`config.mk`:
```
export PLATFORM = sky130hd
export DESIGN_NAME = avmm_arbiter
export DESIGN_NICKNAME = d
export VERILOG_FILES = /design/src/rtl/avmm_arbiter.sv
export SDC_FILE = /design/constraint.sdc
export NUM_CORES = 1
export LEC_CHECK = 0
export BUFFER_PORTS_ARGS = -buffer_cell sky130_fd_sc_hd__buf_2
export CORE_ASPECT_RATIO = 1.5
export CORE_MARGIN = 3
export CORE_UTILIZATION = 41
export CTS_BUF_LIST = sky130_fd_sc_hd__clkbuf_8
export CTS_CLUSTER_DIAMETER = 30
export DETAILED_ROUTE_END_ITERATION = 6
export HOLD_SLACK_MARGIN = 0.06
export MAX_ROUTING_LAYER = met4
export PLACE_DENSITY_LB_ADDON = 0.12
export SLEW_MARGIN = 20
export SYNTH_ARGS = -nofsm -noshare
export SYNTH_HDL_FRONTEND = slang
export SYNTH_SLANG_ARGS = --single-unit
```
`constraint.sdc`:
```
create_clock -name clk -period 2.1 [get_ports clk]
set_clock_uncertainty 0.2 [all_clocks]
set_input_delay 0.21 -clock clk [delete_from_list [all_inputs] [get_ports clk]]
set_output_delay 0.21 -clock clk [all_outputs]
set_load 0.005 [all_outputs]
```
`src/rtl/avmm_arbiter.sv`:
```
// Two-requester Avalon-MM arbiter: round-robin grant onto one shared slave,
// single-cycle command issue, fixed-latency read return to the granted requester.
module avmm_arbiter #(
   parameter int READ_LATENCY = 1
) (
   input  logic        clk,
   input  logic        rst,
   input  logic [7:0]  m0_address,
   input  logic        m0_write,
   input  logic        m0_read,
   input  logic [31:0] m0_writedata,
   output logic        m0_waitrequest,
   output logic        m0_readdatavalid,
   output logic [31:0] m0_readdata,
   input  logic [7:0]  m1_address,
   input  logic        m1_write,
   input  logic        m1_read,
   input  logic [31:0] m1_writedata,
   output logic        m1_waitrequest,
   output logic        m1_readdatavalid,
   output logic [31:0] m1_readdata,
   output logic [7:0]  s_address,
   output logic        s_write,
   output logic        s_read,
   output logic [31:0] s_writedata,
   input  logic [31:0] s_readdata
);

   localparam logic [1:0] S_IDLE    = 2'd0;
   localparam logic [1:0] S_ISSUE   = 2'd1;
   localparam logic [1:0] S_RD_WAIT = 2'd2;
   localparam logic [3:0] CNT_LAST  = 4'(READ_LATENCY - 1);

   logic [1:0]  state_q, state_d;
   logic [3:0]  cnt_q, cnt_d;
   logic        last_q, last_d;
   logic        gnt_q, gnt_d;
   logic        is_wr_q, is_wr_d;
   logic [7:0]  addr_q, addr_d;
   logic [31:0] wdata_q, wdata_d;
   logic [31:0] rdata_q, rdata_d;
   logic        rdv0_q, rdv0_d;
   logic        rdv1_q, rdv1_d;

   logic req0, req1, win, issue;

   assign req0  = m0_read | m0_write;
   assign req1  = m1_read | m1_write;
   // On a tie the requester that did not win last time takes the bus.
   assign win   = (req0 & req1) ? ~last_q : req1;
   assign issue = (state_q == S_ISSUE);

   always_comb begin
      state_d = state_q;
      cnt_d   = cnt_q;
      last_d  = last_q;
      gnt_d   = gnt_q;
      is_wr_d = is_wr_q;
      addr_d  = addr_q;
      wdata_d = wdata_q;
      rdata_d = rdata_q;
      rdv0_d  = 1'b0;
      rdv1_d  = 1'b0;
      case (state_q)
         S_IDLE: begin
            if (req0 | req1) begin
               gnt_d   = win;
               last_d  = win;
               addr_d  = win ? m1_address : m0_address;
               wdata_d = win ? m1_writedata : m0_writedata;
               // Read and write together is treated as a write.
               is_wr_d = win ? m1_write : m0_write;
               state_d = S_ISSUE;
            end
         end
         S_ISSUE: begin
            cnt_d   = 4'd0;
            state_d = is_wr_q ? S_IDLE : S_RD_WAIT;
         end
         S_RD_WAIT: begin
            if (cnt_q == CNT_LAST) begin
               rdata_d = s_readdata;
               rdv0_d  = ~gnt_q;
               rdv1_d  = gnt_q;
               cnt_d   = 4'd0;
               state_d = S_IDLE;
            end else begin
               cnt_d = cnt_q + 4'd1;
            end
         end
         default: state_d = S_IDLE;
      endcase
   end

   always_ff @(posedge clk) begin
      if (rst) begin
         state_q <= S_IDLE;
         cnt_q   <= 4'd0;
         last_q  <= 1'b1;
         gnt_q   <= 1'b0;
         is_wr_q <= 1'b0;
         rdata_q <= 32'd0;
         rdv0_q  <= 1'b0;
         rdv1_q  <= 1'b0;
      end else begin
         state_q <= state_d;
         cnt_q   <= cnt_d;
         last_q  <= last_d;
         gnt_q   <= gnt_d;
         is_wr_q <= is_wr_d;
         rdata_q <= rdata_d;
         rdv0_q  <= rdv0_d;
         rdv1_q  <= rdv1_d;
      end
   end

   // Command payload is only visible during ISSUE, so it needs no reset.
   always_ff @(posedge clk) begin
      addr_q  <= addr_d;
      wdata_q <= wdata_d;
   end

   assign s_write          = issue & is_wr_q;
   assign s_read           = issue & ~is_wr_q;
   assign s_address        = issue ? addr_q : 8'd0;
   assign s_writedata      = issue ? wdata_q : 32'd0;
   assign m0_waitrequest   = ~(issue & ~gnt_q);
   assign m1_waitrequest   = ~(issue & gnt_q);
   assign m0_readdatavalid = rdv0_q;
   assign m1_readdatavalid = rdv1_q;
   assign m0_readdata      = rdata_q;
   assign m1_readdata      = rdata_q;

endmodule

```
==> impl_metrics.tcl, run 1 <==
set metrics [dict create \
    status "finished, final reports clean" \
    relSlewSlack_pct 68.4 \
    period_minus_slack_ns 1.98 \
    ys_warn_count 0 \
    tns_ns 0 \
    hp-class "input port to flip-flop" \
    die_area_sq_mm 0.0108 \
    synth_top_family_by_area "simple AND/OR/NAND/NOR gates" \
    ant_nets 0 \
    synth_area_leaders "edfxtp_1, dfxtp_1, mux2_2, buf_4, nand2_1" \
    hold_violations 0 \
    clockBufferDepth 2 \
    fin_crit_sh_pct 94.2 \
    yosys.area.top_type "edfxtp_1" \
    diodes 0 \
    drv_slew 0 \
    drive_gt1_share_pct 42.5 \
    cp-start-kind "flip-flop" \
    fin_ws_ns 0.121 \
    antenna_found_initial 0 \
    syn_nets 496 \
    grt_pass1_vias 3963 \
    ir_worst_vdd_uv 498 \
    ys.flop_type "dfxtp_1" \
    yosysTopAreaCellShare_pct 30.7 \
    die_w_microns 85.7 \
    area_growth_pct 60.9 \
    vias 3778 \
    worstSetupEndpointType "primary output" \
    synth-compound-area-share_pct 7.17 \
    worst_pin_slew_ns 0.470 \
    postSynthCellCount 373 \
    root_buffer "clkbuf_8" \
    synthAdderAreaFrac_pct 1.60 \
    cts_tree "yes" \
    route.detailed.drc 0 \
    setup_viol 0 \
    synth_xor_area_share_pct 0 \
    numPortBuffers 227 \
    cts_sinks 83 \
    async_flop_share_pct 0 \
    pre_cts_ws_ns 0.227 \
    routed_wl_mm 11.8 \
    ys_ff_latch 83 \
    synthMuxAreaShare_pct 11.8 \
    syn_area_per_cell_sq_um 10.5 \
    htreeDepth 3 \
    hpwlAfterDp_mm 6.95 \
    vias_per_cell 4.75 \
    grt_max_degree 43 \
    initial_core_util_pct 42.2 \
    nets 802 \
    overflow 0 \
    io_pins 228 \
    critPathSlowestCell "dfxtp_1" \
    worst_ep_arrival_time_ns 1.57 \
    yosys.area_share.simple_pct 17.1 \
    powerDensity_mw_per_mm2 631 \
    synthMostInstantiatedCell "nand2_1" \
    syn_area_sq_mm 0.00391 \
    cts_buffers 9 \
    first_iter_violations 97 \
    max_freq_ghz 0.505 \
    cp_max_fo 42 \
    cts.clk_slew.worst_paths_ns 0.08 \
    core_sq_mm 0.00925 \
    crit_type "flip-flop to primary output" \
    worstSkewPairLatency_ns 0.35 \
    worstPathRequired_ns 1.69 \
    drt_pre_antenna_iters 4 \
    rows 43 \
    gp_congestion 0.751 \
    routedWlPerCell_microns 14.8 \
    p_total_mw 3.97 \
    synth_edf_count 40 \
    p_leak_nw 2.93 \
    crit_chain "inv_1 -> ha_1 -> buf_12 -> nor2b_1 -> buf_2" \
    max_stage_delay_ns 0.33 \
    grt_first_pass_wirelength_mm 18.7 \
    yosysSeqAreaShare_pct 52.8 \
    cap_violations 0 \
    grt_use_total_pct 22.6 \
    synthTopCellsByCount "nand2_1, dfxtp_1, and2_1" \
    rsz0062_at_grt "false" \
    worst-path-buf-inv 3 \
    crit_family "buffers and inverters" \
    ys_types 34 \
    fp.dieH_microns 126 \
]
-- what timing repair did --
| item | CTS | global route |
|---|---|---|
| buffers inserted | 0 | 0 |
| resized for setup | 0 | 2 |
| hold buffers | 116 | 0 |
| endpoints found under the setup margin | 0 | 4 |
| endpoints found under the hold margin | 74 | 0 |
-- layout by cell type, fill, tap and decap left out, types with 4 or more instances in the layout --
master         instances
buf_2                227
dlygate4sd3_1        116
nand2_1               70
dfxtp_1               43
and2_1                41
mux2_2                40
edfxtp_1              40
a21oi_1               38
clkbuf_8               9
inv_1                  6
nor2b_1                5
ha_1                   5
clkinv_1               4
buf_4                  4
-- final cells by class --
type / instances / area, sq um
multi-input combinational: 228 / 1490
inverter: 7 / 26.3
clock inverter: 7 / 58.8
timing repair buffer: 350 / 2390
clock buffer: 9 / 124
sequential: 83 / 2060
tap: 112 / 140
fill: 721 / 2970
-- worst reg2reg max path, delay by kind of cell, from the launching register on --
kind / cells / cell delay [ns]
buffers and inverters: 2 / 0.66
DFF: 1 / 0.36
adders and majority gates: 1 / 0.27
AOI/OAI and AO/OA: 1 / 0.15
and+or+nand+nor: 1 / 0.08
-- path summary, 6_finish.rpt --
| path | cells past startpoint | end | slack, ns | startpoint |
|---|---|---|---|---|
| min reg2reg | 2 | m0_readdata[30] | 0.26 | m0_readdata[30] |
| max reg2reg | 5 | last_q | 0.27 | state_q[1] |
| max | 5 | s_read | 0.12 | state_q[1] |
| min | 2 | m0_readdata[21] | 0.10 | rst |
-- report_power, final --
group | switching (mW) | total, mW | internal, mW | leakage (nW)
Combinational | 0.400 | 0.922 | 0.521 | 2.09
Clock | 0.564 | 1.10 | 0.534 | 0.0931
Sequential | 0.0537 | 1.95 | 1.89 | 0.746
-- sequential cells by signal, summed over array words and instances (netlist names) --
name and flops:
is_wr_q 1, wdata_q 32, cnt_q 4, last_q 1
addr_q 8, m1_readdatavalid 1, m0_readdatavalid 1, m0_readdata 32
state_q 2, gnt_q 1
-- cell families (layout without fill, tap and decap cells) --
logic type,count (synthesis),in the layout
AND/OR/NAND/NOR,132,132
flip-flops,83,83
buffers and inverters,62,373
AO/OA/AOI/OAI,50,50
multiplexers,41,41
adder cells (fa/ha/maj),5,5
-- routing by layer --
layer	vias up	track usage (%)	wire length, microns
li1	1844	-	-
met1	1724	25.2	4590
met2	181	39.1	6040
met3	29	3.03	763
met4	0	11.1	405
met5	-	-	0
-- metrics by stage --
stage	hold WS, ns	util [%]	instances	area [sq um]
2_1_floorplan	0.146	-	373	3910
3_3_place_gp	0.250	53.3	664	4940
3_5_place_dp	0.256	53.3	664	4940
4_1_cts	0.0738	67.9	796	6280
5_1_grt	0.105	67.9	796	6290
6_report	0.102	67.9	796	6290
(Power assumes the default switching activity.)
==> run 2, diff against run 1 <==
- ABC_AREA: not set -> 1
==> impl_metrics.tcl, run 2 <==
set metrics [dict create \
    status "finished, final reports clean" \
    gp_congestion 0.756 \
    fillers 767 \
    ir_worst_vdd_uv 423 \
    worst_pin_slew_ns 0.362 \
    setup_viol 0 \
    ys_types 24 \
    use_met1_pct 20.9 \
    cp-start-kind "flip-flop" \
    worstSetupEndpointType "flip-flop" \
    r2r-end "wdata_q[20]" \
    regToRegStartpoint "last_q" \
    routed_wl_mm 11.7 \
    ys_warn_count 0 \
    ant_nets 0 \
    overflow 0 \
    syn_nets 626 \
    critPathSlowestCell "dlygate4sd3_1" \
    routedWlPerCell_microns 12.6 \
    postSynthCellCount 503 \
    fin_crit_sh_pct 95.4 \
    async_flop_share_pct 0 \
    rr_worst_depth 7 \
    cts_buffers 9 \
    cap_violations 0 \
    min_from "m1_read" \
    worst-path-buf-inv 3 \
    hold_violations 0 \
    p_leak_nw 3.51 \
    first_iter_violations 138 \
    die_w_microns 87.1 \
    htreeDepth 3 \
    hpwlAfterDp_mm 7.20 \
    numPortBuffers 227 \
    synth_edf_count 40 \
    final_common_cell "buf_2" \
    multi_input_area_sq_mm 0.00127 \
    regToRegSetupSlack_ns 0.1 \
    cp_max_fo 25 \
    fp.dieH_microns 128 \
    diodes 0 \
    syn_area_sq_mm 0.00405 \
    grt_first_pass_wirelength_mm 17.8 \
    initial_core_util_pct 43.0 \
    cts_tree "yes" \
    p_total_mw 4.76 \
    worstPathRequired_ns 2.00 \
    cts_setup_buffers 0 \
    max_freq_ghz 0.499 \
    pre_cts_ws_ns 0.451 \
    core_sq_mm 0.00942 \
    vias 4171 \
    worst_ep_arrival_time_ns 1.90 \
    synthMostInstantiatedCell "nand2_1" \
    grt_pass1_vias 4023 \
    relSlewSlack_pct 75.9 \
    io_pins 228 \
    drive_gt1_share_pct 32.7 \
    worstSkewPairLatency_ns 0.34 \
    utilization_pct 67.1 \
    drt_pre_antenna_iters 4 \
    area_growth_pct 56.0 \
    met2_usage_pct 38.9 \
    mostFrequentLayoutCells "buf_2, nand2_1, dlygate4sd3_1" \
    min_to "state_q[1]" \
    antenna_found_initial 0 \
    rows 43 \
    fin_ws_ns 0.0972 \
    cts_sinks 83 \
    powerDensity_mw_per_mm2 753 \
    max_stage_delay_ns 0.56 \
    critPathMostFrequentCell "nand2_1" \
    clockBufferDepth 2 \
    grt_use_met3_pct 2.89 \
    tns_ns 0 \
    synthTopCellsByCount "nand2_1, inv_1, dfxtp_1" \
    cts.clk_slew.worst_paths_ns 0.08 \
    crit_type "flip-flop to flip-flop" \
    grt_max_degree 45 \
    period_minus_slack_ns 2.00 \
    drv_slew 0 \
    yosysTopAreaCellShare_pct 29.7 \
    yosysSeqAreaShare_pct 50.9 \
    syn_area_per_cell_sq_um 8.05 \
    rsz0062_at_grt "false" \
    crit_family "buffers and inverters" \
    yosys.area.top_type "edfxtp_1" \
    route.detailed.drc 0 \
    vias_per_cell 4.50 \
    hp-class "input port to flip-flop" \
    top_usage_layer "met2" \
    seq_area_sq_mm 0.00206 \
    die_area_sq_mm 0.0111 \
    nets 932 \
    ys.flop_type "dfxtp_1" \
    root_buffer "clkbuf_8" \
    crit_chain "inv_1 -> nor2_2 -> nor2_4 -> buf_4 -> nand2_1 -> nand2_1 -> dlygate4sd3_1" \
    grt_use_total_pct 21.0 \
    hold_depth 5 \
    ys_ff_latch 83 \
    synth_area_leaders "edfxtp_1, dfxtp_1, nand2_1, inv_1, buf_4" \
]
## run 2: layout make-up
class,count,share of cell area [%]
timing repair buffer,350,37.4
sequential,83,32.6
multi-input combinational,280,20.1
inverter,85,5.09
tap,112,2.22
clock buffer,9,1.96
clock inverter,7,0.574
## run 2: worst max-delay path by stage
stage                     depth (start not counted)  slack (ns)              to        from
final                                             7         0.1     wdata_q[20]      last_q
after global routing                              6       0.002          s_read  state_q[1]
after CTS                                         6        0.07         is_wr_q         rst
after detailed placement                          6        0.45  m0_readdata[7]  state_q[0]
after global placement                            5        0.53       addr_q[4]  state_q[0]
after floorplan                                   4        0.03       addr_q[0]  state_q[0]
## run 2: through the flow
stage	cell area (sq um)	instances	hold WS, ns
after floorplan	4050	503	0.0791
after global placement	5000	795	0.240
after detailed placement	5000	795	0.248
after CTS	6310	926	0.101
after global routing	6320	926	0.180
final	6320	926	0.128
## run 2: layer usage
metal	wire length, microns	vias up
met3	745	31
met4	377	0
met5	0	-
met2	6260	165
li1	-	2109
met1	4280	1866
## run 2: cell families after synthesis
| kind of cell | synth area share, % |
|---|---|
| fa+ha+maj | 1.55 |
| flops | 50.9 |
| xor+xnor | 0.433 |
| compound gates | 9.49 |
| buf+inv | 17.7 |
| simple gates | 19.9 |
## run 2: power by group
group	switching [mW]	total, mW	internal (mW)
clock network	0.539	0.953	0.414
logic	0.807	1.59	0.781
registers	0.133	2.22	2.09
## run 2: timing repair
item	4_1_cts	5_1_grt
hold buffers	115	0
endpoints found under the setup margin	0	15
hold endpoints to repair	77	0
resized for setup	0	3
## run 2: worst reg2reg max path: stages, from the launching register on
cell	delay (ns)
dfxtp_1	0.34
inv_1	0.07
nor2_2	0.17
nor2_4	0.04
buf_4	0.22
nand2_1	0.11
nand2_1	0.06
dlygate4sd3_1	0.56
==> run 3, diff against run 2 <==
- RECOVER_POWER: not set -> 25
==> impl_metrics.tcl, run 3 (synthesis gave the netlist of run 2 again) <==
set metrics [dict create \
    status "finished, final reports clean" \
    cp-start-kind "flip-flop" \
    diodes 0 \
    fin_crit_sh_pct 95.3 \
    cts_sinks 83 \
    drive_gt1_share_pct 29.7 \
    nets 932 \
    max_freq_ghz 0.499 \
    worst_pin_slew_ns 0.360 \
    crit_family "buffers and inverters" \
    antenna_found_initial 0 \
    cts.clk_slew.worst_paths_ns 0.08 \
    rows 43 \
    core_sq_mm 0.00942 \
    cap_violations 0 \
    overflow 0 \
    grt_max_degree 45 \
    crit_chain "inv_1 -> nor2_2 -> nor2_4 -> buf_4 -> nand2_1 -> nand2_1 -> dlygate4sd3_1" \
    die_area_sq_mm 0.0111 \
    gp_congestion 0.756 \
    relSlewSlack_pct 76.0 \
    fin_cells 926 \
    routedWlPerCell_microns 12.6 \
    grt_pass1_vias 4023 \
    cp.depth 7 \
    final_common_cell "buf_2" \
    hold_violations 0 \
    period_minus_slack_ns 2.00 \
    root_buffer "clkbuf_8" \
    cts_buffers 9 \
    worstSetupEndpointType "flip-flop" \
    grt_use_total_pct 21.0 \
    worstPathRequired_ns 1.99 \
    vias 4148 \
    fillers 780 \
    setup_viol 0 \
    drv_slew 0 \
    mostFrequentLayoutCells "buf_2, nand2_1, dlygate4sd3_1" \
    initial_core_util_pct 43.0 \
    area_growth_pct 55.3 \
    numPortBuffers 227 \
    hpwlAfterDp_mm 7.20 \
    hold_depth 5 \
    hp-class "input port to flip-flop" \
    fp.dieH_microns 128 \
    route.detailed.drc 0 \
    crit_type "flip-flop to flip-flop" \
    htreeDepth 3 \
    max_stage_delay_ns 0.56 \
    ant_nets 0 \
    worst_ep_arrival_time_ns 1.90 \
    grt_first_pass_wirelength_mm 17.8 \
    ir_worst_vdd_uv 423 \
    cp_max_fo 25 \
    first_iter_violations 133 \
    cts_tree "yes" \
    p_leak_nw 3.41 \
    tns_ns 0 \
    critPathMostFrequentCell "nand2_1" \
    dp_cells 795 \
    routed_wl_mm 11.6 \
    worst-path-buf-inv 3 \
    die_w_microns 87.1 \
    drt_pre_antenna_iters 4 \
    io_pins 228 \
    clockBufferDepth 2 \
    rr_worst_depth 7 \
    worstSkewPairLatency_ns 0.34 \
    critPathSlowestCell "dlygate4sd3_1" \
    powerDensity_mw_per_mm2 756 \
    rsz0062_at_grt "false" \
    vias_per_cell 4.48 \
]
[run 3: changes by cell type in the layout (fill, tap and decap cells not counted)]
cell      delta
buf_2       -24
clkbuf_1    +23
buf_1        +1
[run 3: cell type report]
type                    instances  area, sq um  area share [%]
repair buffers                350         2330            37.1
clock inverters                 7         36.3           0.577
inverters                      85          322            5.11
flip-flops and latches         83         2060            32.8
well taps                     112          140            2.23
multi-input cells             280         1270            20.2
clock buffers                   9          124            1.97
[run 3: metrics by stage]
stage | power (mW) | instance area (sq um) | setup WS [ns] | hold WS (ns) | utilization (%)
floorplan | 3.07 | 4050 | 0.0303 | 0.0791 | -
global placement | 3.50 | 5000 | 0.532 | 0.240 | 53.1
detailed placement | 3.54 | 5000 | 0.451 | 0.248 | 53.1
CTS | 4.79 | 6310 | 0.0693 | 0.101 | 67.0
global route | 5.08 | 6290 | 0.00248 | 0.180 | 66.8
finish | 4.75 | 6290 | 0.0977 | 0.132 | 66.8
[run 3: where the power goes]
group | switching, mW | internal [mW]
combinational | 0.807 | 0.766
sequential | 0.135 | 2.09
clock | 0.542 | 0.414
[run 3: timing repair]
item	CTS	global route
hold buffers	115	0
gates resized for setup	0	3
hold endpoints to repair	77	0
endpoints found under the setup margin	0	15
setup buffers	0	0
[run 3: metal layers]
metal	vias to the layer above	track usage [%]	wire length [microns]
met5	-	-	0
met4	0	10.6	391
met3	31	2.89	738
met2	160	38.9	6250
met1	1845	20.9	4260
li1	2112	-	-
[run 3: final timing paths]
kind | startpoint | endpoint | slack [ns]
worst max-delay path | last_q | wdata_q[20] | 0.1
worst min-delay path | m1_read | state_q[1] | 0.13
worst max register to register | last_q | wdata_q[20] | 0.1
worst min register to register | m0_readdata[6] | m0_readdata[6] | 0.26
[run 3: tightest hold or removal path: cells and delay by family]
kind                   cells  cell delay [ns]
AO/OA/AOI/OAI              1             0.08
buffers and inverters      1             0.10
AND/OR/NAND/NOR            3             0.24
